### src/rtl/gray_to_binary_serial.sv
// Bit-serial Gray-to-binary decoder with a one-bit-adjacency checker and a saturating error count.
// Latency: the result is valid WIDTH-1 edges after acceptance (on the acceptance edge itself when WIDTH=1).
// Backpressure: the result is held in DONE until out_ready; no new word is accepted until the cycle after completion.
module gray_to_binary_serial #(
  parameter int WIDTH     = 4,
  parameter int ERR_CNT_W = 8
) (
  input  logic                 clk,
  input  logic                 rst,
  input  logic                 in_valid,
  output logic                 in_ready,
  input  logic [WIDTH-1:0]     gray_in,
  output logic                 out_valid,
  input  logic                 out_ready,
  output logic [WIDTH-1:0]     binary_out,
  output logic                 adj_err,
  output logic [ERR_CNT_W-1:0] err_count,
  output logic                 busy
);

  localparam int IDX_W = (WIDTH > 1) ? $clog2(WIDTH) : 1;
  localparam logic [IDX_W-1:0] IDX_START = IDX_W'((WIDTH > 1) ? WIDTH - 2 : 0);

  typedef enum logic [1:0] {IDLE, SHIFT, DONE} state_t;

  state_t state, state_nxt;

  // Working word: bits above idx are already binary, bits at or below idx still hold Gray.
  logic [WIDTH-1:0] work, work_nxt;
  logic [WIDTH-1:0] prev_gray;
  logic [IDX_W-1:0] idx;
  logic             have_prev;
  logic             adj_pend;

  logic             accept;
  logic             adj_next;
  logic             finish;
  logic [WIDTH-1:0] fin_bin;
  logic             fin_adj;

  assign accept   = (state == IDLE) && in_valid;
  assign adj_next = have_prev && ($countones(gray_in ^ prev_gray) != 1);

  // Result completes on the last shift, or directly on acceptance for a 1-bit word.
  assign finish  = (accept && (WIDTH == 1)) || ((state == SHIFT) && (idx == '0));
  assign fin_bin = (state == IDLE) ? gray_in : work_nxt;
  assign fin_adj = (state == IDLE) ? adj_next : adj_pend;

  assign in_ready  = (state == IDLE);
  assign out_valid = (state == DONE);
  assign busy      = (state != IDLE);

  // State register.
  always_ff @(posedge clk) begin
    if (rst) state <= IDLE;
    else     state <= state_nxt;
  end

  // Next-state decode.
  always_comb begin
    state_nxt = state;
    case (state)
      IDLE:    if (in_valid) state_nxt = (WIDTH > 1) ? SHIFT : DONE;
      SHIFT:   if (idx == '0) state_nxt = DONE;
      DONE:    if (out_ready) state_nxt = IDLE;
      default: state_nxt = IDLE;
    endcase
  end

  // Resolve the bit at idx from the binary bit just above it and its own Gray bit.
  always_comb begin
    work_nxt = work;
    for (int i = 0; i < WIDTH - 1; i++) begin
      if (idx == IDX_W'(i)) work_nxt[i] = work[i+1] ^ work[i];
    end
  end

  // Datapath: word capture, bit-serial conversion, result and error bookkeeping.
  always_ff @(posedge clk) begin
    if (rst) begin
      work       <= '0;
      prev_gray  <= '0;
      idx        <= '0;
      have_prev  <= 1'b0;
      adj_pend   <= 1'b0;
      binary_out <= '0;
      adj_err    <= 1'b0;
      err_count  <= '0;
    end else begin
      if (accept) begin
        work      <= gray_in;
        idx       <= IDX_START;
        adj_pend  <= adj_next;
        prev_gray <= gray_in;
        have_prev <= 1'b1;
      end else if (state == SHIFT) begin
        work <= work_nxt;
        idx  <= idx - 1'b1;
      end
      if (finish) begin
        binary_out <= fin_bin;
        adj_err    <= fin_adj;
        if (fin_adj && (err_count != {ERR_CNT_W{1'b1}})) err_count <= err_count + 1'b1;
      end
    end
  end

endmodule

### config.mk
export PLATFORM = sky130hd
export DESIGN_NAME = gray_to_binary_serial
export DESIGN_NICKNAME = d
export VERILOG_FILES = /design/src/rtl/gray_to_binary_serial.sv
export SDC_FILE = /design/constraint.sdc
export NUM_CORES = 1
export LEC_CHECK = 0
export ABC_AREA = 0
export CORE_UTILIZATION = 54
export DETAILED_ROUTE_END_ITERATION = 6
export PLACE_DENSITY = 0.82
export SETUP_SLACK_MARGIN = 0.05
export SKIP_LAST_GASP = 1
export SYNTH_ARGS = -nofsm -noshare
export SYNTH_HDL_FRONTEND = slang
export SYNTH_SLANG_ARGS = --single-unit
export TNS_END_PERCENT = 20
### constraint.sdc
create_clock -name clk -period 4.8 [get_ports clk]
set_clock_uncertainty 0.15 [all_clocks]
set_input_delay 0.96 -clock clk [delete_from_list [all_inputs] [get_ports clk]]
set_output_delay 0.96 -clock clk [all_outputs]
set_load 0.01 [all_outputs]
==> reports/qor.yml, run 1 <==
synth_fp_nets: 164
cts_buffers: 3
fin_crit_ns: 2.89
finalMaxSlewViolations: 0
status: "complete, no violations"
place_ws_ns: 1.56
worstPathRequired_ns: 4.83
vdd_drop_max_uv: 214
max_freq_ghz: 0.347
boundaryPins: 24
avgSynthCellArea_um2: 8.60
p_leak_nw: 0.568
slew_headroom: 0.344
p_per_area_nw_per_um2: 282
end_kind: "register"
arrival_ns: 2.92
post-cts-setup-buffers: 0
setup_slack_ns: 1.91
start_kind: "input pin"
setup_viol: 0
root_buffer: "clkbuf_4"
clk_path_buf_depth: 2
routed_via_density: 5.63
routedWlPerCell_um: 12.8
hold_viol: 0
die_x_um: 50.7
drive_gt1_frac: 0.0353
holdCritPathClass: "reg -> reg"
synthCells: 149
grtUsageTotal: 0.228
antennaDiodeCount: 0
clock_latency_ns: 0.33
clock-sinks: 27
synth_cell_type_count: 32
critical_path.max_fanout: 2
rsz0062_at_grt: "no"
dr_total_vias: 1114
grt_max_degree: 28
syn_area_um2: 1280
start_util: 0.574
finalCritPeriodShare: 0.601
cts_tree: "built"
ys_warn_count: 0
core_um2: 2230
drv_cap: 0
drt_wl_total_um: 2530
yosysSeqAreaShare: 0.422
die_y_um: 50.7
post-route-drc-count: 0
holdBufCountCts: 0
synth-seq-cells: 27
cp_slowest_cell: "fa_1"
dieArea_um2: 2570
tns_ns: 0
worstMarginPinSlew_ns: 0.981
cts-resized-gates: 0
path_common_cell: "ha_1"
grt_pass1_wl_um: 4410
nNetsFinal: 186
dp_hpwl_um: 1860
grt_pass1_vias: 1011
syn_to_final_growth_pct: 20.7
crit_chain: "clkdlybuf4s50_1, xnor2_1, fa_1, inv_1, ha_1, ha_1, nor2_1, nand2_1, nand3_1, a21oi_1"
final_common_cell: "dfxtp_1"
dr.first_iter.drc_count: 28
cts.htree.levels: 1
drtPass1Iterations: 4
layout_common_cells: "dfxtp_1 (27), clkdlybuf4s50_1 (23), nand2_1 (19), a21oi_1 (15), nor2_1 (13)"
drtAntennaViolNets: 0
critPathKind: "in -> reg"
port_buffers: 23
antenna_found_initial: 0
clk_pin_slew_worst_paths_ns: 0.15
slowest_delay_ns: 0.55
rows: 17
place.gp.congestion: 0.825
grt_overflow: 0
-- area by class of cell --
class                   instances  area [µm²]
repair buffers                 23         230
well taps                      28        35.0
fillers                       199         687
flip-flops and latches         27         541
inverters                       5        18.8
clock buffers                   3        22.5
multi-input cells             111         694
clock inverters                 1        5.00
-- stage by stage --
stage	instance area (µm²)	instances	util	hold slack, ns	total power [W]
global placement	1520	194	0.680	0.293	0.000335
CTS	1550	198	0.692	0.333	0.000435
floorplan	1280	149	-	0.278	0.000308
global route	1550	198	0.692	0.359	0.000461
detailed placement	1520	194	0.680	0.315	0.000340
finish	1550	198	0.692	0.326	0.000435
-- sequential cells by signal, summed over array words and instances, names as in the netlist, 2 cells and up --
signal      flops
err_count       8
work            4
idx             2
prev_gray       4
binary_out      4
state           2
-- synthesized netlist by cell type, drive strengths merged --
library cell  number  area share
nand2b             3       0.015
fa                 1       0.016
a211oi             4       0.023
clkbuf             3      0.0088
a31oi              4       0.020
dfxtp             27        0.42
o211ai             2       0.012
ha                 6       0.059
and4b              1      0.0078
or3                5       0.024
buf                3       0.013
o21ai              6       0.026
mux2i              1      0.0078
xnor2              5       0.034
nand3              4       0.016
a21oi             15       0.059
xor2               7       0.048
and3               1      0.0049
nor2              13       0.038
inv                5       0.015
nand4              1      0.0049
and2               2      0.0098
nor3b              2       0.016
nor3               3       0.012
nand2             19       0.056
o2111ai            2       0.014
nor2b              3       0.015
and4               1      0.0068
-- where the power goes --
group | switching [W] | internal (W)
clock | 0.0000689 | 0.0000313
combinational | 0.0000466 | 0.0000411
sequential | 0.0000104 | 0.000237
total | 0.000126 | 0.000310
-- critical path, delay by kind of cell --
family	cells	cell delay, ns
and+or+nand+nor	3	0.23
buffers and inverters	2	0.48
AOI/OAI and AO/OA	1	0.06
adders and majority gates	3	1.01
xor gates and xnor gates	1	0.17
-- worst paths after layout --
path / start / end / slack (ns) / depth (start not counted)
hold / removal: binary_out[3] / binary_out[3] / 0.33 / 2
setup reg to reg: prev_gray[0] / adj_pend / 2.66 / 9
hold reg to reg: binary_out[3] / binary_out[3] / 0.33 / 2
setup / recovery: gray_in[0] / adj_pend / 1.91 / 10
-- metal layers --
layer  wire [µm]  GRT usage  part of all wire  vias to the layer above
met3         148     0.0273             0.058                        4
met1        1180      0.313              0.46                      514
met2        1160      0.360              0.46                       38
met4          46     0.0972             0.018                        0
met5           0          0                 0                        -
li1            -          -                 -                      558
-- cells by family (layout without fill, tap and decap cells) --
logic type | Yosys count | in the layout | synth area share
AND/OR/NAND/NOR | 58 | 58 | 0.225
AO/OA/AOI/OAI | 33 | 33 | 0.153
flip-flops | 27 | 27 | 0.422
XOR/XNOR | 12 | 12 | 0.0820
buffers and inverters | 11 | 32 | 0.0361
adder cells (fa/ha/maj) | 7 | 7 | 0.0742
multiplexers | 1 | 1 | 0.00781
(Power assumes the default switching activity.)
==> inputs of run 2 (changes only) <==
Settings changed: CORE_UTILIZATION 54 to 50, PLACE_DENSITY 0.82 to 0.77.
Clock period 4.8 ns to 3 ns, I/O delays scaled along.
==> reports/qor.yml, run 2 (same netlist as run 1, synthesis figures left out) <==
status: "complete, no violations"
root_buffer: "clkbuf_4"
p_per_area_nw_per_um2: 447
grt_max_degree: 16
tns_ns: 0
arrival_ns: 2.52
die_x_um: 52.6
crit_chain: "clkdlybuf4s50_1, xnor2_1, fa_1, inv_1, ha_1, ha_1, nor2_1, nand2_1, nand3_1, a21oi_1"
dp_hpwl_um: 1860
nNetsFinal: 188
fin_total_pwr_w: 0.000697
grt_overflow: 0
routed_via_density: 5.36
syn_to_final_growth_pct: 21.8
cts-resized-gates: 0
vdd_drop_max_uv: 388
place.gp.congestion: 0.758
hold_start: "binary_out[3]"
cp_top_family: "adder cells"
post-route-drc-count: 0
drt_wl_total_um: 2460
worstPathRequired_ns: 3.09
largest_register_ff_count: 8
port_buffers: 23
drtPass1Iterations: 4
rsz0062_at_grt: "no"
dieArea_um2: 2770
start_kind: "input pin"
grt_pass1_vias: 907
core_um2: 2320
worstMarginPinSlew_ns: 0.551
fin_crit_ns: 2.44
holdCritPathClass: "reg -> reg"
grtUsageTotal: 0.210
finalMaxSlewViolations: 0
drive_gt1_frac: 0.0407
die_y_um: 52.6
drv_cap: 0
max_freq_ghz: 0.411
holdBufCountCts: 0
critPathKind: "in -> reg"
fin_area_um2: 1560
crit_path_start: "gray_in[0]"
drtAntennaViolNets: 0
p_leak_nw: 0.575
clock-sinks: 27
routedWlPerCell_um: 12.3
critical_path.max_fanout: 2
largest_register: "err_count"
layout_common_cells: "dfxtp_1 (27), clkdlybuf4s50_1 (23), nand2_1 (19), a21oi_1 (15), nor2_1 (13)"
setup_viol: 0
grt_pass1_wl_um: 4160
clk_pin_slew_worst_paths_ns: 0.13
clk_path_buf_depth: 2
post-cts-setup-buffers: 0
cp_slowest_cell: "fa_1"
slew_headroom: 0.632
dr.first_iter.drc_count: 19
finalCritPeriodShare: 0.812
start_util: 0.553
hold_viol: 0
clock_latency_ns: 0.34
dr_total_vias: 1072
cts_tree: "built"
path_common_cell: "ha_1"
cts.htree.levels: 1
slowest_delay_ns: 0.54
final_common_cell: "dfxtp_1"
boundaryPins: 24
cts_buffers: 3
end_kind: "register"
antennaDiodeCount: 0
r2r_start: "prev_gray[0]"
antenna_found_initial: 0
cp_num_buf_inv: 2
rows: 17
place_area_um2: 1530
[run 2: changes by cell type in the layout (fill, tap and decap cells not counted), sizes merged]
| cell | change |
|---|---|
| buf | +2 |
| clkinv | -1 |
| clkbuf | +1 |
[run 2: final cells by class]
class                   count  area, µm²
well taps                  28       35.0
fillers                   186        758
flip-flops and latches     27        541
repair buffers             25        245
inverters                   5       18.8
clock buffers               4       26.3
multi-input cells         111        694
[run 2: final timing paths]
check / endpoint / slack, ns / cells after the start
setup / recovery: adj_pend / 0.56 / 10
hold / removal: binary_out[3] / 0.32 / 2
setup reg to reg: adj_pend / 0.92 / 9
hold reg to reg: binary_out[3] / 0.32 / 2
[run 2: per-stage QoR]
stage	instances	hold slack (ns)	util	setup WS (ns)
3_3_place_gp	196	0.300	0.662	0.232
6_report	200	0.319	0.673	0.564
4_1_cts	200	0.319	0.673	0.556
3_5_place_dp	196	0.299	0.662	0.194
5_1_grt	200	0.338	0.673	0.474
2_1_floorplan	149	0.278	-	0.721
[run 2: worst register-to-register path, delay by kind of cell (launching register included)]
| kind | cells | cell delay [ns] |
|---|---|---|
| AOI/OAI and AO/OA | 1 | 0.06 |
| xor gates and xnor gates | 1 | 0.15 |
| adders and majority gates | 3 | 0.99 |
| buffers and inverters | 1 | 0.04 |
| DFF | 1 | 0.35 |
| and+or+nand+nor | 3 | 0.23 |
[run 2: routing by layer]
| metal | vias to the layer above | global-route usage | part of all wire |
|---|---|---|---|
| li1 | 566 | - | - |
| met1 | 476 | 0.269 | 0.50 |
| met2 | 25 | 0.327 | 0.44 |
| met3 | 5 | 0.0638 | 0.044 |
| met4 | 0 | 0.0789 | 0.015 |
| met5 | - | 0 | 0 |
[run 2: power by group]
part	leakage, nW	internal [W]	switching [W]
Combinational	0.340	0.0000674	0.0000724
Sequential	0.220	0.000379	0.0000166
Clock	0.0150	0.0000524	0.000109
